<file path="src/rtl/fb_output_serializer.sv">
// Captures one frame of NCH filter-bank words, rounds/saturates each to OUT_W bits,
// and streams them out one channel per ready/valid handshake.
module fb_output_serializer #(
    parameter int NCH   = 16,
    parameter int IN_W  = 39,
    parameter int OUT_W = 16,
    parameter int DROP  = 18
) (
    input  logic                  clock,
    input  logic                  reset,
    input  logic                  clk_enable,
    input  logic                  capture,
    input  logic [NCH*IN_W-1:0]   filter_bus,
    output logic [OUT_W-1:0]      out_data,
    output logic [3:0]            out_chan,
    output logic                  out_valid,
    input  logic                  out_ready,
    output logic                  out_last,
    output logic                  overrun,
    input  logic                  overrun_clr,
    output logic [7:0]            sat_count
);

    localparam int CW = $clog2(NCH + 1);
    localparam logic [IN_W:0] HALF = {{(IN_W-DROP+1){1'b0}}, 1'b1, {(DROP-1){1'b0}}};

    typedef enum logic {IDLE, SEND} state_t;

    state_t             r_state;
    logic [3:0]         r_chan;
    logic [OUT_W-1:0]   r_bank [NCH];
    logic               r_overrun;
    logic [7:0]         r_sat;

    logic signed [IN_W:0] w_sum   [NCH];
    logic signed [IN_W:0] w_shift [NCH];
    logic [OUT_W-1:0]     w_conv  [NCH];
    logic [NCH-1:0]       w_clip;
    logic [CW-1:0]        w_nclip;
    logic [8:0]           w_sat_sum;
    logic                 w_xfer;
    logic                 w_final;
    logic                 w_load;
    logic                 w_drop;

    // Sum is one bit wider than the input so the rounding offset can never wrap.
    always_comb begin
        w_nclip = '0;
        for (int k = 0; k < NCH; k++) begin
            w_sum[k]   = $signed({filter_bus[k*IN_W+IN_W-1], filter_bus[k*IN_W +: IN_W]})
                       + $signed(HALF);
            w_shift[k] = w_sum[k] >>> DROP;
            w_clip[k]  = !((&w_shift[k][IN_W:OUT_W-1]) || !(|w_shift[k][IN_W:OUT_W-1]));
            if (w_clip[k])
                w_conv[k] = w_shift[k][IN_W] ? {1'b1, {(OUT_W-1){1'b0}}}
                                             : {1'b0, {(OUT_W-1){1'b1}}};
            else
                w_conv[k] = w_shift[k][OUT_W-1:0];
            w_nclip = w_nclip + CW'(w_clip[k]);
        end
    end

    assign w_sat_sum = {1'b0, r_sat} + 9'(w_nclip);
    assign w_xfer    = out_valid && out_ready;
    assign w_final   = w_xfer && (r_chan == 4'(NCH-1));
    assign w_load    = capture && ((r_state == IDLE) || w_final);
    assign w_drop    = capture && (r_state == SEND) && !w_final;

    always_ff @(posedge clock) begin
        if (reset) begin
            r_state   <= IDLE;
            r_chan    <= '0;
            r_overrun <= 1'b0;
            r_sat     <= '0;
            for (int k = 0; k < NCH; k++)
                r_bank[k] <= '0;
        end else if (clk_enable) begin
            if (w_load) begin
                r_state <= SEND;
                r_chan  <= '0;
                for (int k = 0; k < NCH; k++)
                    r_bank[k] <= w_conv[k];
                r_sat   <= w_sat_sum[8] ? 8'hFF : w_sat_sum[7:0];
            end else if (w_xfer) begin
                if (w_final)
                    r_state <= IDLE;
                else
                    r_chan <= r_chan + 4'd1;
            end
            // A dropped frame must stay visible even if software clears in the same cycle.
            if (w_drop)
                r_overrun <= 1'b1;
            else if (overrun_clr)
                r_overrun <= 1'b0;
        end
    end

    assign out_valid = (r_state == SEND) && clk_enable;
    assign out_data  = r_bank[r_chan];
    assign out_chan  = r_chan;
    assign out_last  = out_valid && (r_chan == 4'(NCH-1));
    assign overrun   = r_overrun;
    assign sat_count = r_sat;

endmodule

</file>
<file path="config.mk">
export PLATFORM = sky130hd
export DESIGN_NAME = fb_output_serializer
export DESIGN_NICKNAME = d
export VERILOG_FILES = /design/src/rtl/fb_output_serializer.sv
export SDC_FILE = /design/constraint.sdc
export NUM_CORES = 1
export LEC_CHECK = 0
export BUFFER_PORTS_ARGS = -buffer_cell sky130_fd_sc_hd__buf_2
export CAP_MARGIN = 20
export CORE_AREA = 2 2 255 257
export CTS_CLUSTER_DIAMETER = 40
export DETAILED_ROUTE_END_ITERATION = 6
export DIE_AREA = 0 0 257 259
export HOLD_SLACK_MARGIN = 0.02
export MAX_ROUTING_LAYER = met4
export PLACE_DENSITY = 0.52
export SYNTH_ARGS = -nofsm -noshare
export SYNTH_HDL_FRONTEND = slang
export SYNTH_SLANG_ARGS = --single-unit
</file>
<file path="constraint.sdc">
create_clock -name clock -period 7.22 [get_ports clock]
set_clock_uncertainty 0.1 [all_clocks]
set_input_delay 1.083 -clock clock [delete_from_list [all_inputs] [get_ports clock]]
set_output_delay 1.083 -clock clock [all_outputs]
set_load 0.01 [all_outputs]
</file>
Word-level counts from Yosys, hierarchy flattened

Memories as Yosys holds them, arrays and structs flattened. A register that Yosys moved wholly into a read port is not among the register bits.
Index checks and enable logic that the tools add are counted.

Bits in registers: 14
Bits in latches: 0
RAM bits: 256
ROM bits: 0
Input port bits: 630
Memories kept: 1

Add/subtract/negate cells: 33
$mul: 0
Divide/modulo/power cells: 0
Order comparisons: 0
Equality and inequality tests: 2
Shifts and indexed selects: 0
Muxes and demuxes: 65
Bitwise operators: 17
Reductions and logical operators: 96

Memory list:

| name   | words | bits a word | read ports | clocked after memory_dff | wr ports | RTL line | text |
|---|---|---|---|---|---|---|---|
| r_bank | 16    | 16          | 1          | 1                        | 16       | 31       | `logic [OUT_W-1:0] r_bank [NCH];` |

Operators with widths:

| cell                   | number |
|---|---|
| $mux 16                | 48 |
| $add 39x19->40 const B | 16 |
| $reduce_and 7->1       | 16 |
| $reduce_or 7->1        | 16 |
| $add 5x1->5            | 11 |
| $logic_not 1->1        | 33 |
| $mux 4                 | 5 |
| $logic_or 1x1->1       | 17 |
| $or 1x1->1             | 16 |
| $mux 1                 | 11 |
| $add 8x5->9            | 1 |
| $mux 8                 | 1 |
| $logic_and 1x1->1      | 7 |
| $reduce_and 3->1       | 2 |
| $reduce_bool 2->1      | 3 |
| $add 4x1->5            | 1 |
| $add 3x1->4            | 1 |
| $add 4x1->4 const B    | 1 |
| $eq 4x4->1 const B     | 1 |
| $reduce_and 2->1       | 2 |
| $add 2x1->3            | 1 |
| $add 1x1->2            | 1 |
| $ne 2x1->1 const B     | 1 |
| $not 1->1              | 1 |

Depth between registers and ports, before layout

Gate-level depths: netlist of run 1.

Word-level depth: 22
Gate-level depth with buffers: 25

Worst setup path after synthesis of run 1

OpenSTA, ideal clock, no wires.

Kind: input port to flip-flop
From: in filter_bus[563]
To: reg r_sat[5], in the netlist sat_count[5]
Setup time: 0.116 ns
Data arrival time: 6.834 ns
Setup slack: 0.169 ns
Stages: 23
Cells stage by stage: ha_1 nand4_1 nor3_1 and4b_1 a211oi_1 nor4_1 a31o_2 buf_2 inv_1 fa_1 inv_1 fa_1 fa_1 inv_1 fa_1 fa_1 fa_1 a21o_1 a21oi_1 nor2b_1 o21ai_0 o211ai_1 o211a_1

Word-level cells in the longest chain between the ends: 9
Elaborated cells between the ends (all ways): 10
Those cells by class: add/sub (4); mux (1); reduce/logical (5)

RTL lines:

| item                       | RTL line | text |
|---|---|---|
| start, declared            | 13       | `input logic [NCH*IN_W-1:0] filter_bus,` |
| $add 39x19->40 *           | 51       | `+ $signed(HALF);` |
| $reduce_or 7->1            | 53       | `w_clip[k] = !((&w_shift[k][IN_W:OUT_W-1]) \|\| !(\|w_shift[k][IN_W:OUT_W-1]));` |
| $logic_not 1->1            | 53       |  |
| $logic_or 1x1->1 *         | 53       |  |
| $logic_not 1->1 *          | 53       |  |
| $add 5x1->5 * (2 in a row) | 59       | `w_nclip = w_nclip + CW'(w_clip[k]);` |
| $add 8x5->9 *              | 63       | `assign w_sat_sum = {1'b0, r_sat} + 9'(w_nclip);` |
| $mux 8 *                   | 83       | `r_sat <= w_sat_sum[8] ? 8'hFF : w_sat_sum[7:0];` |
| end signal, assigned       | 83       |  |
| end, declared              | 33       | `logic [7:0] r_sat;` |

Mark *: on every way between the ends. The rest lies on a longest branch, timed or not.
A chain may end at the register's enable or synchronous reset.

Worst setup path after layout of run 1

From: in filter_bus[251]
To: reg r_sat[2], in the netlist sat_count[2]

Word-level cells in the longest chain between the ends: 17
Elaborated cells between the ends (all ways): 18
Those cells by class: add/sub (12); mux (1); reduce/logical (5)

RTL lines:

| item                        | RTL line |
|---|---|
| $add 39x19->40 *            | 51 |
| $reduce_or 7->1             | 53 |
| $logic_not 1->1             | 53 |
| $logic_or 1x1->1 *          | 53 |
| $logic_not 1->1 *           | 53 |
| $add 5x1->5 * (10 in a row) | 59 |
| $add 8x5->9 *               | 63 |
| $mux 8 *                    | 83 |

Marked as above.

==> metrics.md, run 1 <==
| Metric | Value |
|---|---|
| Hold Path Sink | `overrun$_SDFFE_PP0P_` |
| Max_cap viols | `0` |
| Yosys cell types | `91` |
| Clk sink count | `274` |
| Global-route wire length before repair | `105 mm` |
| Worst hold-check path type | `flip-flop to flip-flop` |
| Setup violators final | `0` |
| Area Growth Syn to Fin | `24.8%` |
| Clk slew on worst S/H paths | `0.05 ns` |
| Top cell family by delay on the critical path | `adder cells` |
| Avg WL per Cell | `21.9 um` |
| Setup crit start kind | `primary input` |
| Hold Buf Count CTS | `0` |
| Fmax | `148 MHz` |
| Initial antenna violation count | `17` |
| Async S/R FF share, synth | `0%` |
| Most frequent CP cell | `fa_1` |
| Worst Hold Depth | `2` |
| Multi-input logic area | `11100 um2` |
| Max-slew headroom | `28.0%` |
| Mapped Cells | `1934` |
| DRT iter0 DRCs | `1432` |
| Post-CTS setup repair buffer count | `0` |
| EDFF count, synth | `256` |
| Die height | `259 um` |
| Fraction of layout instances using a drive strength above 1 | `29.0%` |
| Clk_lat worst skew | `0.52 ns` |
| CP max-delay cell | `fa_1` |
| Mean area per synthesized cell | `10.2 um2` |
| DR vias | `17730` |
| Reg2Reg Depth | `14` |
| Grt total ovfl | `0` |
| CP Cell Sequence | `buf_2 -> ha_1 -> nand4_1 -> nor4_1 -> and4_1 -> and3b_1 -> o221ai_1 -> o21ai_1 -> fa_1 -> fa_1 -> fa_1 -> inv_1 -> fa_1 -> fa_1 -> fa_1 -> a21o_1 -> a21oi_1 -> nor2b_1 -> nor2_1 -> o21ai_0 -> o221a_2` |
| Dpl ws | `-0.0870 ns` |
| Required @ worst endpoint | `7.54 ns` |
| Die area | `66600 um2` |
| Buffers on Ports | `388` |
| Largest net degree at the start of global routing | `131` |
| Max stage delay on crit path | `0.54 ns` |
| Synthesized flop and latch total | `274` |
| CP endpoint kind | `flip-flop` |
| Syn nets | `2601` |
| Placer congestion estimate | `0.926` |
| CTS tree | `built` |
| Num rows | `93` |
| Non-filler cells in the finished layout | `3291` |
| Sequential area share after synthesis | `40.8%` |
| Register area | `8050 um2` |
| Post-cts gate resize count | `0` |
| Tot GR Track Use | `21.4%` |
| Most common cell after layout, fill and taps aside | `buf_2` |
| Final nets | `3055` |
| Maximum vdd drop | `0.147 mV` |
| Vias in the first global route | `17091` |
| CP bufs+invs | `2` |
| Leakage | `9.29 nW` |
| Max-slew violation count | `0` |
| Total power | `0.00470 W` |
| PwrDens | `191 nW/um2` |
| Worst slew pin tran | `1.07 ns` |
| Final WS setup | `0.473 ns` |
| Die X-Extent | `257 um` |
| DP HPWL | `58.3 mm` |
| Crit-path max FO | `5` |
| Synthesized cell area | `19700 um2` |
| H-tree levels | `2` |
| Crit Path Class | `primary input to flip-flop` |
| Fin crit period | `6.75 ns` |
| Clock tree root driver cell | `clkbuf_16` |
| Final ANT Viol Nets | `0` |
| R2R setup slack | `2.45 ns` |
| Fin crit share | `93.5%` |
| Vias/cell | `5.39` |
| FF-to-FF Start | `sat_count[0]$_SDFFE_PP0P_` |
| RSZ-0062 raised after global routing | `no` |
| Final Hold Fails | `0` |
| Initial core utilization | `30.9%` |
| Clock Path Buffers | `3` |
| Status | `complete, no violations` |
| Arrival time at the worst endpoint | `7.06 ns` |
| Ports | `661` |
| Worst R2R End | `sat_count[2]$_SDFFE_PP0P_` |
| DRC | `0` |
| Hold path start | `overrun$_SDFFE_PP0P_` |
| DP Cell Count | `3197` |
| Commonest cells after routing, fill and taps aside | `buf_2 (388), edfxtp_1 (256), a21oi_1 (203)` |
| Top_reg_cell synth | `edfxtp_1` |
| Num CTS Buffers | `43` |
| First-pass DRT Iterations | `7` |
| Routed Wire Length | `71.9 mm` |
| Synth warn | `0` |
| Fill cells | `6281` |
| Core box area | `63900 um2` |
==> worst max-delay path by stage <==
stage | startpoint | endpoint | slack, ns | depth (start not counted)
after floorplan | filter_bus[563] | sat_count[5]$_SDFFE_PP0P_ | 0.17 | 23
after global placement | filter_bus[329] | sat_count[4]$_SDFFE_PP0P_ | -0.05 | 22
after detailed placement | filter_bus[329] | sat_count[2]$_SDFFE_PP0P_ | -0.09 | 22
after CTS | filter_bus[23] | sat_count[2]$_SDFFE_PP0P_ | 0.46 | 22
after global routing | filter_bus[252] | sat_count[3]$_SDFFE_PP0P_ | 0.11 | 22
final | filter_bus[251] | sat_count[2]$_SDFFE_PP0P_ | 0.47 | 21
==> through the flow <==
stage / TNS [ns] / hold slack [ns] / util [%] / instance area (um2)
global route: 0 / 0.392 / 38.5 / 24600
floorplan: 0 / 0.369 / - / 19700
detailed placement: -0.401 / 0.356 / 36.2 / 23100
finish: 0 / 0.367 / 38.5 / 24600
global placement: -0.228 / 0.347 / 36.2 / 23100
CTS: 0 / 0.367 / 38.5 / 24600
==> registers in the layout, indices dropped and copies added (netlist names), named ones only <==
| name | flops |
|---|---|
| out_chan | 4 |
| overrun | 1 |
| r_bank | 256 |
| r_state | 1 |
| sat_count | 8 |
==> cells in the mapped netlist (all sizes together), types with 15 or more instances <==
| master | instances | share of area (%) |
|---|---|---|
| xor2 | 124 | 5.5 |
| nor2 | 109 | 2.1 |
| a31oi | 15 | 0.48 |
| a31o | 17 | 0.75 |
| and4 | 39 | 1.7 |
| nand3 | 115 | 2.9 |
| nor4 | 23 | 1.1 |
| nand2 | 180 | 3.4 |
| o21ai | 69 | 1.8 |
| or2 | 22 | 0.70 |
| clkbuf | 38 | 0.73 |
| xnor2 | 126 | 5.6 |
| o31ai | 40 | 1.6 |
| a21oi | 204 | 5.2 |
| and3 | 48 | 1.5 |
| inv | 69 | 1.3 |
| mux4 | 80 | 9.1 |
| buf | 30 | 0.81 |
| dfxtp | 18 | 1.8 |
| and2 | 15 | 0.48 |
| nand4 | 84 | 2.7 |
| ha | 25 | 1.6 |
| nor3 | 41 | 1.1 |
| edfxtp | 256 | 39 |
==> layer usage <==
metal,track usage [%],vias to the layer above,routed length (um)
met5,-,-,0
met4,4.70,0,1330
met3,3.88,78,4840
met2,33.5,594,33300
met1,28.8,8685,32500
li1,-,8373,-
==> cells by family after synthesis <==
family / count (synthesis) / share of synthesized area (%)
AND/OR/NAND/NOR: 728 / 19.8
AO/OA/AOI/OAI: 419 / 13.0
XOR/XNOR: 250 / 11.1
multiplexers: 87 / 9.51
adder cells (fa/ha/maj): 37 / 2.80
buffers and inverters: 139 / 2.92
flip-flops: 274 / 40.8
==> worst min-delay path: cells and delay by family, from the launching register on <==
kind / cells / cell delay (ns)
AO/OA/AOI/OAI: 1 / 0.05
AND/OR/NAND/NOR: 1 / 0.05
flip-flops: 1 / 0.31
==> power by group <==
group	switching, W	leakage, nW	internal (W)
combinational	0.000423	5.77	0.000293
clock	0.000792	0.687	0.00128
sequential	0.0000509	2.83	0.00187
==> final cells by class <==
class                           count  area share (%)
Antenna cell                       14           0.142
Clock buffer                       46            4.50
Clock inverter                     33            1.39
Inverter                           70            1.07
Multi-Input combinational cell   1521            45.1
Sequential cell                   274            32.7
Tap cell                          855            4.34
Timing Repair Buffer              478            10.8
No activity file was read; power rests on OpenSTA's default activity.
==> run 2, diff against run 1 <==
MAX_ROUTING_LAYER = default   (was met4)
==> metrics.md, run 2 (synthesis gave the netlist of run 1 again) <==
| Metric | Value |
|---|---|
| Vias/cell | `5.34 (-0.91%)` |
| Fin crit period | `6.76 ns (+0.0121 ns)` |
| Clock Path Buffers | `3 (unchanged)` |
| Largest register FFs | `256 (unchanged)` |
| R2R setup slack | `2.46 ns (about the same)` |
| Global Route met3 Usage | `4.78% (+0.91 points)` |
| Reg2Reg Depth | `14 (unchanged)` |
| Clock tree root driver cell | `clkbuf_16` |
| Maximum vdd drop | `0.119 mV (-19%)` |
| H-tree levels | `2 (unchanged)` |
| Area Growth Syn to Fin | `24.5%` |
| FF-to-FF Start | `sat_count[0]$_SDFFE_PP0P_` |
| Util after Layout | `38.4% (-0.10 points)` |
| Fmax | `148 MHz (-0.18%)` |
| Post-CTS setup repair buffer count | `0 (unchanged)` |
| Post-route cell area | `24600 um2 (-0.26%)` |
| Required @ worst endpoint | `7.53 ns (about the same)` |
| DRT iter0 DRCs | `1667 (+16%)` |
| CP endpoint | `sat_count[1]$_SDFFE_PP0P_` |
| CTS tree | `built` |
| GRT busiest layer | `met2` |
| Avg WL per Cell | `21.7 um (-0.52%)` |
| Core box area | `63900 um2 (unchanged)` |
| Die height | `259 um (unchanged)` |
| Vias in the first global route | `16866 (-1.3%)` |
| Max-slew violation count | `0 (unchanged)` |
| Worst slew pin tran | `1.04 ns (-0.0378 ns)` |
| Worst hold-check path type | `flip-flop to flip-flop` |
| Fin crit share | `93.6% (+0.17 points)` |
| Initial antenna violation count | `21 (+4)` |
| Dpl ws | `-0.0545 ns (+0.0326 ns)` |
| Routed Wire Length | `71.5 mm (-0.61%)` |
| Ports | `661 (unchanged)` |
| Placer congestion estimate | `0.908 (-2.0%)` |
| Non-filler cells in the finished layout | `3288 (-0.091%)` |
| Post-cts gate resize count | `0 (unchanged)` |
| CP endpoint kind | `flip-flop` |
| Final ANT Viol Nets | `0 (unchanged)` |
| Worst R2R End | `sat_count[1]$_SDFFE_PP0P_` |
| Die area | `66600 um2 (unchanged)` |
| Clk slew on worst S/H paths | `0.06 ns (about the same)` |
| Post-DP Area | `23200 um2 (+0.16%)` |
| Crit-path max FO | `5 (unchanged)` |
| Most common cell after layout, fill and taps aside | `buf_2` |
| Largest net degree at the start of global routing | `100 (-24%)` |
| Final nets | `3055 (unchanged)` |
| Met1 usage | `28.2% (-0.61 points)` |
| Clk sink count | `274 (unchanged)` |
| GR Layer Usage met2 | `32.8% (-0.75 points)` |
| Grt total ovfl | `0 (unchanged)` |
| Buffers on Ports | `388 (unchanged)` |
| Worst Setup SP | `filter_bus[251]` |
| PwrDens | `188 nW/um2 (-1.8%)` |
| Fraction of layout instances using a drive strength above 1 | `28.9% (-0.076 points)` |
| Final WS setup | `0.461 ns (-0.0121 ns)` |
| Num rows | `93 (unchanged)` |
| Initial core utilization | `30.9% (unchanged)` |
| RSZ-0062 raised after global routing | `no` |
| Max_cap viols | `0 (unchanged)` |
| Worst hold margin | `0.362 ns (-0.00431 ns)` |
| Tot GR Track Use | `20.7% (-0.72 points)` |
| Die X-Extent | `257 um (unchanged)` |
| Commonest cells after routing, fill and taps aside | `buf_2 (388), edfxtp_1 (256), a21oi_1 (203)` |
| Global-route wire length before repair | `104 mm (-0.79%)` |
| Num CTS Buffers | `38 (-12%)` |
| Crit Path Class | `primary input to flip-flop` |
| Status | `complete, no violations` |
| DP Cell Count | `3202 (+0.16%)` |
| Setup crit start kind | `primary input` |
| Setup violators final | `0 (unchanged)` |
| Arrival time at the worst endpoint | `7.07 ns (about the same)` |
| Leakage | `9.28 nW (-0.11%)` |
| DR vias | `17552 (-1.0%)` |
| DRC | `0 (unchanged)` |
| DP HPWL | `58.3 mm (about the same)` |
| Final Hold Fails | `0 (unchanged)` |
| First-pass DRT Iterations | `5 (-2)` |
| Clk_lat worst skew | `0.52 ns (about the same)` |
| Top reg by flops | `r_bank` |
| Max-slew headroom | `30.5% (+2.5 points)` |
| Worst Hold Depth | `2 (unchanged)` |
| Hold Buf Count CTS | `0 (unchanged)` |
[run 2: cell types whose count changed in the layout (fill, tap and decap cells not counted), moves of 3 or more]
| cell | previous run | this run |
|---|---|---|
| clkinv_1 | 5 | 2 |
| clkbuf_16 | 44 | 41 |
| clkinvlp_4 | 8 | 2 |
| clkinv_2 | 4 | 1 |
| inv_6 | 6 | 9 |
| buf_4 | 88 | 93 |
[run 2: through the flow]
stage	TNS [ns]	total power (W)
after detailed placement	-0.265	0.00266
after global placement	-0.185	0.00265
final	0	0.00461
after global routing	0	0.00478
after floorplan	0	0.00228
after CTS	0	0.00464
[run 2: area by class of cell]
class / count / area, um2
fill: 6316 / 39300
multi-input combinational: 1521 / 11100
sequential: 274 / 8050
timing repair buffer: 483 / 2690
tap: 855 / 1070
clock buffer: 45 / 1040
clock inverter: 25 / 305
inverter: 70 / 263
antenna: 15 / 37.5
[run 2: worst min path at each step]
| stage | start | to | slack (ns) |
|---|---|---|---|
| finish | overrun$_SDFFE_PP0P_ | overrun$_SDFFE_PP0P_ | 0.36 |
| global route | overrun$_SDFFE_PP0P_ | overrun$_SDFFE_PP0P_ | 0.40 |
| CTS | overrun$_SDFFE_PP0P_ | overrun$_SDFFE_PP0P_ | 0.36 |
| detailed placement | overrun$_SDFFE_PP0P_ | overrun$_SDFFE_PP0P_ | 0.35 |
| global placement | overrun$_SDFFE_PP0P_ | overrun$_SDFFE_PP0P_ | 0.35 |
| floorplan | r_state$_SDFFE_PP0P_ | overrun$_SDFFE_PP0P_ | 0.37 |
[run 2: metal layers]
metal / wire length, um / vias to the layer above
met5: 50 / -
met4: 1550 / 8
met3: 5560 / 97
met2: 32700 / 602
met1: 31600 / 8481
li1: - / 8364
[run 2: report_power, final]
| group | total [W] | leakage, nW | internal, W | switching, W |
|---|---|---|---|---|
| Combinational | 0.000714 | 5.79 | 0.000294 | 0.000420 |
| Clock | 0.00197 | 0.653 | 0.00121 | 0.000768 |
| Sequential | 0.00192 | 2.83 | 0.00186 | 0.0000526 |
| Total | 0.00461 | 9.28 | 0.00336 | 0.00124 |
[run 2: worst max-delay path, stage by stage]
cell and delay [ns]:
buf_2 0.13, ha_1 0.21, nand4_1 0.20, nor4_1 0.39
and4_1 0.34, and3b_1 0.18, o221ai_1 0.12, o21ai_1 0.31
fa_1 0.52, fa_1 0.47, fa_1 0.54, inv_1 0.05
fa_1 0.52, fa_1 0.48, fa_1 0.41, a21o_1 0.19
a21oi_1 0.18, nor2b_1 0.08, nor2_1 0.08, o21ai_0 0.25
o221a_2 0.33
==> run 3, diff against run 2 <==
ABC_AREA = 1   (was default)
CORE_AREA = default   (was 2 2 255 257)
CORE_MARGIN = 2   (was default)
CORE_UTILIZATION = 35   (was default)
DIE_AREA = default   (was 0 0 257 259)
PLACE_DENSITY = 0.57   (was 0.52)
==> metrics.md, run 3 <==
| Metric | Value |
|---|---|
| Core box area | `66100 um2 (+3.5%)` |
| Yosys cell types | `41 (-55%)` |
| Avg WL per Cell | `16.4 um (-24%)` |
| DRC | `0 (unchanged)` |
| Total power | `0.00497 W (+8.0%)` |
| Worst Setup SP | `filter_bus[17]` |
| Num rows | `94 (+1.1%)` |
| Placer congestion estimate | `0.908 (about the same)` |
| CP endpoint kind | `flip-flop` |
| Initial core utilization | `35.5% (+4.6 points)` |
| H-tree levels | `2 (unchanged)` |
| Leakage | `11.6 nW (+25%)` |
| Instance count on the critical path | `31 (+48%)` |
| Reg2Reg Depth | `20 (+6)` |
| Max_cap viols | `0 (unchanged)` |
| Crit Path Class | `primary input to flip-flop` |
| Global-route wire length before repair | `114 mm (+9.8%)` |
| Most frequent cell after synthesis | `nand2_1` |
| Synth warn | `0 (unchanged)` |
| Clock Path Buffers | `3 (unchanged)` |
| Clock tree root driver cell | `clkbuf_16` |
| Arrival time at the worst endpoint | `6.68 ns (-0.39 ns)` |
| Largest net degree at the start of global routing | `120 (+20%)` |
| Top_reg_cell synth | `edfxtp_1` |
| Buffers on Ports | `388 (unchanged)` |
| Commonest cells after routing, fill and taps aside | `nand2_1 (974), buf_2 (388), nor2_1 (342)` |
| Syn nets | `3922 (+51%)` |
| Grt total ovfl | `0 (unchanged)` |
| Final nets | `4261 (+39%)` |
| Most frequent CP cell | `nand2_1` |
| Required @ worst endpoint | `7.57 ns (+0.04 ns)` |
| Post-synth top cells | `nand2_1 (975), nor2_1 (342), a21oi_1 (302), inv_1 (296), edfxtp_1 (256)` |
| Vias in the first global route | `20632 (+22%)` |
| Die area | `69200 um2 (+3.9%)` |
| Top reg by flops | `r_bank` |
| Vias/cell | `4.85 (-9.1%)` |
| Max stage delay on crit path | `0.54 ns (about the same)` |
| Top cell type's share of synthesized area | `32.7% (-6.2 points)` |
| Die X-Extent | `263 um (+2.3%)` |
| Worst Hold Depth | `2 (unchanged)` |
| Fill cells | `7019 (+11%)` |
| Setup crit start kind | `primary input` |
| CTS tree | `built` |
| Max-slew violation count | `0 (unchanged)` |
| Async S/R FF share, synth | `0% (unchanged)` |
| RSZ-0062 raised after global routing | `no` |
| Routed Wire Length | `73.8 mm (+3.3%)` |
| CP max-delay cell | `fa_1` |
| Fin crit share | `87.8% (-5.9 points)` |
| Clk_lat worst skew | `0.56 ns (+0.04 ns)` |
| Hold Buf Count CTS | `0 (unchanged)` |
| FF-to-FF Start | `sat_count[0]$_SDFFE_PP0P_` |
| Worst hold-check path type | `flip-flop to flip-flop` |
| Post-cts gate resize count | `0 (unchanged)` |
| Crit-path max FO | `16 (+11)` |
| Status | `complete, no violations` |
| Top cell family by delay on the critical path | `adder cells` |
| Final Hold Fails | `0 (unchanged)` |
| Dpl ws | `0.271 ns (+0.326 ns)` |
| Mapped Cells | `3255 (+68%)` |
| Fmax | `158 MHz (+6.7%)` |
| Setup TNS | `0 ns (unchanged)` |
| DR vias | `21821 (+24%)` |
| Max-slew headroom | `32.9% (+2.4 points)` |
| DP HPWL | `59.8 mm (+2.7%)` |
| Num CTS Buffers | `44 (+16%)` |
| Setup violators final | `0 (unchanged)` |
| Mean area per synthesized cell | `7.21 um2 (-29%)` |
| Sequential area share after synthesis | `34.3% (-6.5 points)` |
| Most common cell after layout, fill and taps aside | `nand2_1` |
| Clk sink count | `274 (unchanged)` |
| First-pass DRT Iterations | `5 (unchanged)` |
| Largest register FFs | `256 (unchanged)` |
| Fraction of layout instances using a drive strength above 1 | `18.1% (-11 points)` |
| Synth area leaders | `edfxtp_1 (33%), nand2_1 (16%), a21oi_1 (6.4%)` |
| Maximum vdd drop | `0.141 mV (+18%)` |
| Synthesized cell area | `23500 um2 (+19%)` |
| EDFF count, synth | `256 (unchanged)` |
| Post-synthesis cell type with the largest combined area | `edfxtp_1` |
| Synthesized flop and latch total | `274 (unchanged)` |
| Util after Layout | `41.7% (+3.3 points)` |
| Tot GR Track Use | `20.9% (+0.26 points)` |
| Worst R2R End | `sat_count[5]$_SDFFE_PP0P_` |
| Die height | `263 um (+1.6%)` |
| Final ANT Viol Nets | `0 (unchanged)` |
| PwrDens | `180 nW/um2 (-3.8%)` |
| DRT iter0 DRCs | `1533 (-8.0%)` |
| Area Growth Syn to Fin | `17.5%` |
| CP endpoint | `sat_count[5]$_SDFFE_PP0P_` |
| R2R setup slack | `2.66 ns (+0.20 ns)` |
| Final WS setup | `0.884 ns (+0.424 ns)` |
| Post-CTS setup repair buffer count | `0 (unchanged)` |
| Ports | `661 (unchanged)` |
| Initial antenna violation count | `8 (-62%)` |
| CP bufs+invs | `6 (+4)` |
| Worst slew pin tran | `1.01 ns (-0.0288 ns)` |
| Fin crit period | `6.34 ns (-0.424 ns)` |
| Clk slew on worst S/H paths | `0.06 ns (about the same)` |
[run 3: changes by cell type after synthesis, sizes merged, moves of 56 or more]
cell,change
nand3,+79
a21oi,+116
o211ai,+56
nor2,+312
inv,+234
mux2i,+60
mux4,-80
nand2,+841
[run 3: worst min-delay path, cell delays in order, from the launching register on]
cell and delay (ns):
dfxtp_1 0.30, nand2_1 0.06, a21oi_1 0.05
[run 3: stage by stage]
step | hold slack, ns | instance area, um2 | std cells
CTS | 0.371 | 27600 | 4490
detailed placement | 0.364 | 26100 | 4412
floorplan | 0.387 | 23500 | 3255
global route | 0.394 | 27600 | 4495
global placement | 0.357 | 26100 | 4412
finish | 0.367 | 27600 | 4496
[run 3: kinds of logic after synthesis]
logic type / share of synthesized area [%]
compound gates: 11.6
xor+xnor: 8.50
fa+ha+maj: 2.36
buf+inv: 7.37
flops: 34.3
mux: 2.73
simple gates: 33.2
[run 3: layout make-up]
cell class	count	area, um2	share of cell area, %
Sequential cell	274	8050	29.2
Multi-Input combinational cell	2572	13700	49.8
Timing Repair Buffer	398	2050	7.45
Inverter	304	1140	4.14
Tap cell	864	1080	3.92
Clock inverter	32	408	1.48
Clock buffer	46	1110	4.02
Antenna cell	6	15.0	0.0544
[run 3: report_power, final]
group | total, W | leakage [nW] | switching [W] | internal (W)
Clock | 0.00218 | 0.713 | 0.000796 | 0.00138
Combinational | 0.000886 | 8.04 | 0.000584 | 0.000302
Sequential | 0.00191 | 2.83 | 0.0000439 | 0.00187
Total | 0.00497 | 11.6 | 0.00142 | 0.00355
[run 3: how the worst min path moves through the flow]
| stage | start | end | slack (ns) |
|---|---|---|---|
| 2_1_floorplan | overrun$_SDFFE_PP0P_ | overrun$_SDFFE_PP0P_ | 0.39 |
| 3_3_place_gp | overrun$_SDFFE_PP0P_ | overrun$_SDFFE_PP0P_ | 0.36 |
| 3_5_place_dp | overrun$_SDFFE_PP0P_ | overrun$_SDFFE_PP0P_ | 0.36 |
| 4_1_cts | overrun$_SDFFE_PP0P_ | overrun$_SDFFE_PP0P_ | 0.37 |
| 5_1_grt | overrun$_SDFFE_PP0P_ | overrun$_SDFFE_PP0P_ | 0.39 |
| 6_report | overrun$_SDFFE_PP0P_ | overrun$_SDFFE_PP0P_ | 0.37 |
[run 3: layer usage]
layer / global-route usage [%] / vias to the layer above / wire [um]
met4: 4.71 / 4 / 1230
met1: 30.5 / 9813 / 36600
met3: 3.16 / 77 / 3960
met2: 32.5 / 525 / 32000
met5: 0 / - / 21
li1: - / 11402 / -
